**src/rtl/divider_pkg.sv**
```systemverilog
// Shared definitions for the iterative restoring divider.
//   state_t   : control states of divider_core (IDLE, ITER, DONE)
//   WIDTH_DEF : default operand/result width
package divider_pkg;

  localparam int WIDTH_DEF = 8;

  typedef enum logic [1:0] {
    IDLE = 2'd0,
    ITER = 2'd1,
    DONE = 2'd2
  } state_t;

endpackage

```
**src/rtl/divider_core_if.sv**
```systemverilog
// Operand/result bundle between the start/run controller (master) and
// divider_core (slave).
//   run                  : start request level from the controller
//   dividend, divisor    : operands, captured by the divider on accept
//   quotient, remainder  : results, valid from check until the next accept
//   check                : one-cycle completion pulse
//   busy                 : divider is in ITER or DONE
//   div_zero             : present only when DIVIDER_DIV0_FAST_EN is defined
interface divider_core_if #(parameter int WIDTH = divider_pkg::WIDTH_DEF);

  logic             run;
  logic [WIDTH-1:0] dividend;
  logic [WIDTH-1:0] divisor;
  logic [WIDTH-1:0] quotient;
  logic [WIDTH-1:0] remainder;
  logic             check;
  logic             busy;

`ifdef DIVIDER_DIV0_FAST_EN
  logic             div_zero;

  modport master (output run, dividend, divisor,
                  input  quotient, remainder, check, busy, div_zero);
  modport slave  (input  run, dividend, divisor,
                  output quotient, remainder, check, busy, div_zero);
`else
  modport master (output run, dividend, divisor,
                  input  quotient, remainder, check, busy);
  modport slave  (input  run, dividend, divisor,
                  output quotient, remainder, check, busy);
`endif

endinterface

```
**src/rtl/divider_core_div_step.sv**
```systemverilog
// One combinational restoring-division iteration.
//   rem_in  : partial remainder before this step (always < divisor)
//   q_msb   : next dividend bit shifted in (MSB of the quotient shift register)
//   divisor : denominator
//   rem_out : partial remainder after this step
//   qbit    : quotient bit produced by this step
module div_step #(
  parameter int WIDTH = 8
) (
  input  logic [WIDTH-1:0] rem_in,
  input  logic             q_msb,
  input  logic [WIDTH-1:0] divisor,
  output logic [WIDTH-1:0] rem_out,
  output logic             qbit
);

  // The trial value keeps the full partial remainder plus one extra bit, so a
  // divisor with its MSB set cannot overflow the compare.
  logic [WIDTH:0]   trial;
  logic [WIDTH-1:0] diff;

  assign trial = {rem_in, q_msb};
  assign qbit  = (trial >= {1'b0, divisor});
  // When qbit is set the true difference is below divisor, so the low WIDTH
  // bits of the modular subtraction are exact.
  assign diff    = trial[WIDTH-1:0] - divisor;
  assign rem_out = qbit ? diff : trial[WIDTH-1:0];

endmodule

```
**src/rtl/divider_core.sv**
```systemverilog
// Iterative restoring unsigned divider, one quotient bit per clock.
//   Clk, Reset : clock (posedge) and asynchronous active-high reset
//   bus        : divider_core_if.slave (run/operands in, results/check/busy out)
// Optional macro DIVIDER_DIV0_FAST_EN: a zero divisor skips the iterations,
// finishes in DONE right after accept and raises div_zero with the results.
//
// state | meaning
// IDLE  | waiting for run; results hold the previous operation
// ITER  | one restoring step per clock, MSB first, WIDTH steps
// DONE  | check pulse for one cycle, then back to IDLE
module divider_core
  import divider_pkg::*;
#(
  parameter  int WIDTH = WIDTH_DEF,
  localparam int CNT_W = $clog2(WIDTH + 1)
) (
  input  logic Clk,
  input  logic Reset,
  divider_core_if.slave bus
);

  state_t           state, next_state;
  logic [CNT_W-1:0] cnt;
  logic [WIDTH-1:0] q_sh, d_reg, r_reg;
  logic [WIDTH-1:0] quotient_reg, remainder_reg;
  logic             check_reg, busy_reg;
  logic [WIDTH-1:0] r_next;
  logic             qbit;
  logic             last_step;

  div_step #(.WIDTH(WIDTH)) u_step (
    .rem_in  (r_reg),
    .q_msb   (q_sh[WIDTH-1]),
    .divisor (d_reg),
    .rem_out (r_next),
    .qbit    (qbit)
  );

  assign last_step = (cnt == CNT_W'(WIDTH - 1));

  always_comb begin
    next_state = state;
    case (state)
      IDLE: begin
        if (bus.run) begin
          next_state = ITER;
`ifdef DIVIDER_DIV0_FAST_EN
          if (bus.divisor == '0) next_state = DONE;
`endif
        end
      end
      ITER:    if (last_step) next_state = DONE;
      DONE:    next_state = IDLE;
      default: next_state = IDLE;
    endcase
  end

`ifdef DIVIDER_DIV0_FAST_EN
  logic div_zero_reg;
  assign bus.div_zero = div_zero_reg;
`endif

  always_ff @(posedge Clk or posedge Reset) begin
    if (Reset) begin
      state         <= IDLE;
      cnt           <= '0;
      q_sh          <= '0;
      d_reg         <= '0;
      r_reg         <= '0;
      quotient_reg  <= '0;
      remainder_reg <= '0;
      check_reg     <= 1'b0;
      busy_reg      <= 1'b0;
`ifdef DIVIDER_DIV0_FAST_EN
      div_zero_reg  <= 1'b0;
`endif
    end else begin
      state     <= next_state;
      // Registered from next_state so check/busy come straight off flops.
      check_reg <= (next_state == DONE);
      busy_reg  <= (next_state != IDLE);
      case (state)
        IDLE: begin
          if (bus.run) begin
            q_sh  <= bus.dividend;
            d_reg <= bus.divisor;
            r_reg <= '0;
            cnt   <= '0;
`ifdef DIVIDER_DIV0_FAST_EN
            div_zero_reg <= 1'b0;
            if (bus.divisor == '0) begin
              quotient_reg  <= '1;
              remainder_reg <= bus.dividend;
              div_zero_reg  <= 1'b1;
            end
`endif
          end
        end
        ITER: begin
          q_sh  <= {q_sh[WIDTH-2:0], qbit};
          r_reg <= r_next;
          cnt   <= cnt + CNT_W'(1);
          if (last_step) begin
            quotient_reg  <= {q_sh[WIDTH-2:0], qbit};
            remainder_reg <= r_next;
          end
        end
        default: ;
      endcase
    end
  end

  assign bus.quotient  = quotient_reg;
  assign bus.remainder = remainder_reg;
  assign bus.check     = check_reg;
  assign bus.busy      = busy_reg;

endmodule

```
**src/flat_wrapper.sv**
```systemverilog
// flat-port wrapper written by rule: the top's interface ports become plain ports
module divider_core_flat import divider_pkg::*;
#(
  parameter  int WIDTH = WIDTH_DEF,
  localparam int CNT_W = $clog2(WIDTH + 1)
)
  (Clk, Reset, bus_run, bus_dividend, bus_divisor, bus_quotient, bus_remainder, bus_check, bus_busy);
  divider_core_if #(.WIDTH(WIDTH)) bus_i ();
  input  logic Clk;
  input  logic Reset;
  input wire logic [$bits(bus_i.run)-1:0] bus_run;
  input wire logic [$bits(bus_i.dividend)-1:0] bus_dividend;
  input wire logic [$bits(bus_i.divisor)-1:0] bus_divisor;
  output wire logic [$bits(bus_i.quotient)-1:0] bus_quotient;
  output wire logic [$bits(bus_i.remainder)-1:0] bus_remainder;
  output wire logic [$bits(bus_i.check)-1:0] bus_check;
  output wire logic [$bits(bus_i.busy)-1:0] bus_busy;
  assign bus_i.run = bus_run;
  assign bus_i.dividend = bus_dividend;
  assign bus_i.divisor = bus_divisor;
  assign bus_quotient = bus_i.quotient;
  assign bus_remainder = bus_i.remainder;
  assign bus_check = bus_i.check;
  assign bus_busy = bus_i.busy;
  divider_core #(.WIDTH(WIDTH)) u_core (.Clk(Clk), .Reset(Reset), .bus(bus_i));
endmodule
```
**config.mk**
```make
export PLATFORM = sky130hd
export DESIGN_NAME = divider_core_flat
export DESIGN_NICKNAME = d
export VERILOG_FILES = /design/src/rtl/divider_pkg.sv /design/src/rtl/divider_core_if.sv /design/src/rtl/divider_core_div_step.sv /design/src/rtl/divider_core.sv /design/src/flat_wrapper.sv
export SDC_FILE = /design/constraint.sdc
export NUM_CORES = 1
export LEC_CHECK = 0
export ABC_AREA = 1
export CORE_ASPECT_RATIO = 0.9
export CORE_MARGIN = 5
export CORE_UTILIZATION = 45
export CTS_CLUSTER_DIAMETER = 150
export DETAILED_ROUTE_END_ITERATION = 8
export PLACE_DENSITY = 0.79
export RECOVER_POWER = 25
export SETUP_SLACK_MARGIN = 0.15
export SYNTH_ARGS = -nofsm -noshare
export SYNTH_HDL_FRONTEND = slang
export SYNTH_SLANG_ARGS = --single-unit
```
**constraint.sdc**
```tcl
create_clock -name Clk -period 1.89 [get_ports Clk]
set_input_delay 0.189 -clock Clk [delete_from_list [all_inputs] [get_ports Clk]]
set_output_delay 0.189 -clock Clk [all_outputs]
set_load 0.02 [all_outputs]
```
==> results of run 1 <==
[path summary, 6_finish.rpt]
kind | to | depth (start not counted) | start
max | u_core.r_reg[1] | 9 | u_core.r_reg[5]
max in group asynchronous | u_core.r_reg[4] | 3 | Reset
min reg2reg | u_core.cnt[3] | 1 | u_core.cnt[3]
max reg2reg | u_core.r_reg[1] | 9 | u_core.r_reg[5]
min | u_core.d_reg[0] | 3 | bus_divisor[0]
min in group asynchronous | u_core.d_reg[4] | 3 | Reset
[critical path: stages, from the launching register on]
cell     delay, ns
dfrtp_1       0.43
ha_4          0.27
nand2_1       0.09
nand2_2       0.10
nand2_1       0.09
and3_4        0.20
buf_12        0.13
nand3_2       0.10
nand3_1       0.14
nand2_1       0.07
[cell usage in the layout (no fill, tap or decap), drive strengths merged, types with 3 or more instances in the layout]
cell type	instances
a21oi	4
buf	19
clkbuf	6
clkdlybuf4s50	35
dfrtp	48
ha	9
inv	43
nand2	112
nand3	34
nand4	5
nor2	13
o211ai	5
o21ai	18
xnor2	3
[per-layer routing]
layer | GRT usage, % | vias to the layer above
met3 | 3.854 | 12
met4 | 5.357 | 0
li1 | - | 1087
met1 | 23.91 | 1139
met2 | 27.39 | 79
met5 | 0 | -
[cell type report]
| cell class | count | area, um^2 | area share (%) |
|---|---|---|---|
| multi-input cells | 209 | 1336 | 38.94 |
| flip-flops and latches | 48 | 1206 | 35.14 |
| repair buffers | 56 | 520.5 | 15.17 |
| inverters | 43 | 166.4 | 4.849 |
| well taps | 70 | 87.58 | 2.552 |
| clock buffers | 5 | 68.82 | 2.005 |
| clock inverters | 3 | 46.29 | 1.349 |
[cells by family after synthesis]
kind of cell | share of synthesized area (%)
flip-flops | 47.24
AND/OR/NAND/NOR | 30.07
multiplexers | 0.3937
buffers and inverters | 8.661
adder cells (fa/ha/maj) | 5.217
AO/OA/AOI/OAI | 7.382
XOR/XNOR | 1.034
[metrics by stage]
step	utilization [%]	instances
final	61.34	434
after floorplan	-	306
after global placement	53.78	412
after global routing	61.34	434
after CTS	57.45	420
after detailed placement	53.78	412
[what timing repair did]
item / in CTS / in global routing
resized for setup: 11 / 36
pin swaps: 0 / 12
gates cloned: 0 / 1
hold endpoints to repair: 0 / 0
setup buffers: 0 / 13
setup endpoints to repair: 18 / 24
==> key figures, run 1 <==
Detailed routing
  – Vias: 2317
  – Vias per cell: 5.339
  – Pre-antenna DRT Iters: 4
  – DR WL met2: 3.401 mm
  – Iter 0 DRT Violations: 217
  – Routed length per instance: 15.54 um
  – Met3 Wirelength: 427 um
  – DRT met1 WL: 2.814 mm
  – Final wirelength: 6.744 mm
  – Number of remaining DRC errors: 0
  – Highest metal used: met4
  – DRT antenna net count: 0

Worst setup path
  – Critical Path RT: 2.09 ns
  – Startpoint types: register
  – Setup CP Type: register to register
  – Setup crit end kind: register
  – Crit Path Max Fanout: 8
  – Crit path DAT: 1.93 ns
  – R2R setup slack: 0.16 ns

Synthesis
  – Top cells by area in the synthesized netlist: dfrtp_1 47%, nand2_1 16%, inv_1 5.9%
  – Netlist cell types: 29
  – Register area share after synthesis: 47.24%
  – Async set or reset register ratio after synthesis: 100.0%
  – Syn Nets: 335
  – Post-synthesis instance total: 306
  – Most common cell in the netlist: nand2_1
  – Area share of the largest cell type after synthesis: 47.24%
  – Cell Area, Synth: 2542 um^2
  – Top cells by count, synth: 109 x nand2_1, 48 x dfrtp_1, 40 x inv_1
  – Synth Register Bits: 48
  – Synth Flop Type: dfrtp_1
  – EDFF count, synth: 0
  – Yosys warns: 0
  – Avg Inst Size Synth: 8.309 um^2
  – Yosys top cell by area: dfrtp_1

STA
  – Worst-Margin Slew: 1.167 ns
  – RSZ-0062 raised after global routing: true
  – Pins Over Slew Limit: 0
  – Clock Skew: 0.01226 ns
  – WHS: 0.4286 ns
  – Final Critical Period: 1.731 ns
  – Hold Violations, Final: 0
  – Period utilisation layout: 91.59%
  – Final Setup Violations: 0
  – Total Neg Setup Slack: 0 ns
  – Fin worst setup slack: 0.1589 ns
  – Worst relative slew slack: 22.23%
  – Fmax: 0.5777 GHz

Layout
  – Layout cells sized above 1: 24.73%
  – Layout fillers: 435
  – Area grow syn2layout: 34.99%
  – Finished Cell Area: 3432 um^2
  – Ant diodes: 0
  – Nets@finish: 392

Global route
  – Total track usage: 17.40%
  – Initial antenna violation count: 0
  – Number of global-route vias before repair: 2159
  – Grt total ovfl: 0
  – Largest net degree at the start of global routing: 49
  – Global-route wire length before repair: 9.818 mm

Placed design
  – Area of placed instances: 3009 um^2
  – PortBufs: 36
  – Placement Setup Slack: 0.05269 ns
  – Detail Placement HPWL: 4.125 mm
  – RD Place Congestion: 0.8764

Clock network
  – CTS max path bufs: 2
  – Clock Pin Slew Worst Setup and Hold Paths: 0.10 ns
  – CTS tree: built
  – Clk sinks: 48
  – CTS H-tree depth: 2
  – Latest clock arrival within the worst-skew pair: 0.31 ns
  – CTS Root Cell: clkbuf_8
  – Hold-fix buffers, CTS: 0
  – Inserted Clock Buffers: 5

Run
  – Max Cap Viol: 0

Floorplanning
  – I/O Pins: 37
  – Die W: 89.23 um
  – Rows: 26
  – Initial Util: 45.44%
  – Die area: 7255 um^2
  – Die Y: 81.31 um
  – Core area: 5595 um^2

Outcome
  – Status: completed

Worst hold path
  – Hold Path Class: input port to register
Power of run 1 is not shown: default switching activity piles up to over one toggle a cycle in this logic, so the estimate is an artifact.
==> inputs of run 2 (changes only) <==
- CAP_MARGIN: default -> 5
- SLEW_MARGIN: default -> 20
==> results of run 2 <==
The final DEF is identical to that of run 1; final timing and power are the same.
Power of run 2 is left out for the same reason.
==> inputs of run 3 (changes only) <==
- GPL_TIMING_DRIVEN: default -> 0
==> key figures, run 3 (synthesis results as in run 1) <==
Worst setup path
  – R2R Path Start: u_core.q_sh[7]
  – CP cell instances: inv_2 -> ha_4 -> inv_4 -> fa_2 -> nand3_2 -> nand3_2 -> xnor2_2 -> nand2_2 -> nand3_1 -> nand2_1
  – Crit path top cell by count: nand3_2
  – Worst r2r path cells: 10 (+1)
  – Crit path capture: u_core.bus.remainder[4]
  – Critical path's largest stage delay: 0.42 ns (about the same)
  – Critical Path RT: 2.09 ns (about the same)
  – Setup crit end kind: register
  – Crit Path Max Fanout: 3 (-5)
  – Cell family with most CP delay: adder cells
  – Setup CP Type: register to register
  – Startpoint types: register
  – Worst r2r dst: u_core.bus.remainder[4]
  – Start point of the critical path: u_core.q_sh[7]
  – CP bufs+invs: 2 (+1)
  – Critical Path Stages: 10 (+1)
  – Crit path DAT: 1.94 ns (about the same)
  – CP max-delay cell: fa_2
  – R2R setup slack: 0.15 ns (about the same)

Detailed routing
  – Vias per cell: 5.281 (-1.1%)
  – Pre-antenna DRT Iters: 4 (unchanged)
  – DRT antenna net count: 0 (unchanged)
  – Vias: 2313 (-0.17%)
  – Iter 0 DRT Violations: 213 (-1.8%)
  – Number of remaining DRC errors: 0 (unchanged)
  – Final wirelength: 6.922 mm (+2.6%)
  – Routed length per instance: 15.80 um (+1.7%)

STA
  – Final Setup Violations: 0 (unchanged)
  – Clock Skew: 0.009324 ns (-0.002935 ns)
  – Worst-Margin Slew: 0.7722 ns (-0.3943 ns)
  – Pins Over Slew Limit: 0 (unchanged)
  – Final Critical Period: 1.743 ns (+0.01228 ns)
  – Fmax: 0.5736 GHz (-0.70%)
  – Total Neg Setup Slack: 0 ns (unchanged)
  – WHS: 0.4451 ns (+0.01645 ns)
  – Fin worst setup slack: 0.1466 ns (-0.01228 ns)
  – Worst relative slew slack: 48.46% (+26 points)
  – Period utilisation layout: 92.24% (+0.65 points)
  – Hold Violations, Final: 0 (unchanged)
  – RSZ-0062 raised after global routing: true

Layout
  – Ant diodes: 0 (unchanged)
  – Finished Cell Area: 3467 um^2 (+1.0%)
  – Nets@finish: 396 (+1.0%)
  – Area grow syn2layout: 36.37%
  – Most frequent cells in the layout: 99 x nand2_1, 41 x dfrtp_1, 36 x inv_1, 35 x clkdlybuf4s50_1, 18 x nand3_1
  – Commonest non-fill, non-tap cell in the layout: nand2_1
  – Layout cells sized above 1: 26.36% (+1.6 points)

Clock network
  – Latest clock arrival within the worst-skew pair: 0.31 ns (about the same)
  – CTS Root Cell: clkbuf_8
  – Hold-fix buffers, CTS: 0 (unchanged)
  – Clk sinks: 48 (unchanged)
  – CTS tree: built
  – Inserted Clock Buffers: 5 (unchanged)
  – CTS max path bufs: 2 (unchanged)
  – CTS H-tree depth: 2 (unchanged)
  – Clock Pin Slew Worst Setup and Hold Paths: 0.09 ns (about the same)

Floorplanning
  – Die area: 7255 um^2 (unchanged)
  – Rows: 26 (unchanged)
  – I/O Pins: 37 (unchanged)
  – Die Y: 81.31 um (unchanged)
  – Core area: 5595 um^2 (unchanged)
  – Initial Util: 45.44% (unchanged)
  – Die W: 89.23 um (unchanged)

Run
  – Max Cap Viol: 0 (unchanged)

Global route
  – Global-route wire length before repair: 10.42 mm (+6.1%)
  – Total track usage: 18.62% (+1.2 points)
  – Number of global-route vias before repair: 2227 (+3.1%)
  – Grt total ovfl: 0 (unchanged)
  – Largest net degree at the start of global routing: 31 (-37%)
  – Initial antenna violation count: 0 (unchanged)

Placed design
  – Detail Placement HPWL: 4.347 mm (+5.4%)
  – Area of placed instances: 3010 um^2 (about the same)
  – RD Place Congestion: 0.8454 (-3.5%)
  – Placement Setup Slack: 0.02856 ns (-0.02412 ns)
  – PortBufs: 36 (unchanged)

Worst hold path
  – Hold Path Class: input port to register

Outcome
  – Status: completed
-- run 3: layout make-up --
class / instances / area (um^2)
repair buffers: 53 / 500.5
flip-flops and latches: 48 / 1210
plain buffers: 7 / 58.81
fillers: 449 / 2128
clock buffers: 7 / 76.32
multi-input cells: 209 / 1361
inverters: 43 / 163.9
clock inverters: 1 / 8.758
well taps: 70 / 87.58
-- run 3: metal layers --
| layer | vias to the layer above | part of all wire [%] | GRT usage, % |
|---|---|---|---|
| li1 | 1088 | - | - |
| met3 | 15 | 7.1 | 3.955 |
| met1 | 1103 | 42 | 25.54 |
| met2 | 107 | 49 | 29.60 |
| met4 | 0 | 1.8 | 5.506 |
| met5 | - | 0 | 0 |
-- run 3: worst min-delay path by stage --
stage                                  from                 endpoint  cells after the start
floorplan                    bus_divisor[0]          u_core.d_reg[0]                      2
detailed placement  u_core.bus.remainder[5]  u_core.bus.remainder[5]                      2
global route                 bus_divisor[0]          u_core.d_reg[0]                      3
CTS                                   Reset   u_core.bus.quotient[2]                      2
finish                       bus_divisor[4]          u_core.d_reg[4]                      3
global placement     u_core.bus.quotient[2]   u_core.bus.quotient[2]                      2
-- run 3: tightest hold or removal path, cell delays in order --
cell and delay (ns):
clkdlybuf4s50_1 0.40, nand2_1 0.06, o21ai_0 0.06
-- run 3: per-stage QoR --
step / cells / utilization (%)
3_3_place_gp: 412 / 53.44
2_1_floorplan: 306 / -
4_1_cts: 424 / 57.92
3_5_place_dp: 413 / 53.80
5_1_grt: 438 / 61.96
6_report: 438 / 61.96
-- run 3: repair_timing --
action                                  CTS  global route
gates cloned                              1             0
pin swaps                                 5            22
gates resized for setup                  21            32
endpoints found under the setup margin   18            26
buffers inserted                          2            14
Power of run 3 is left out for the same reason.
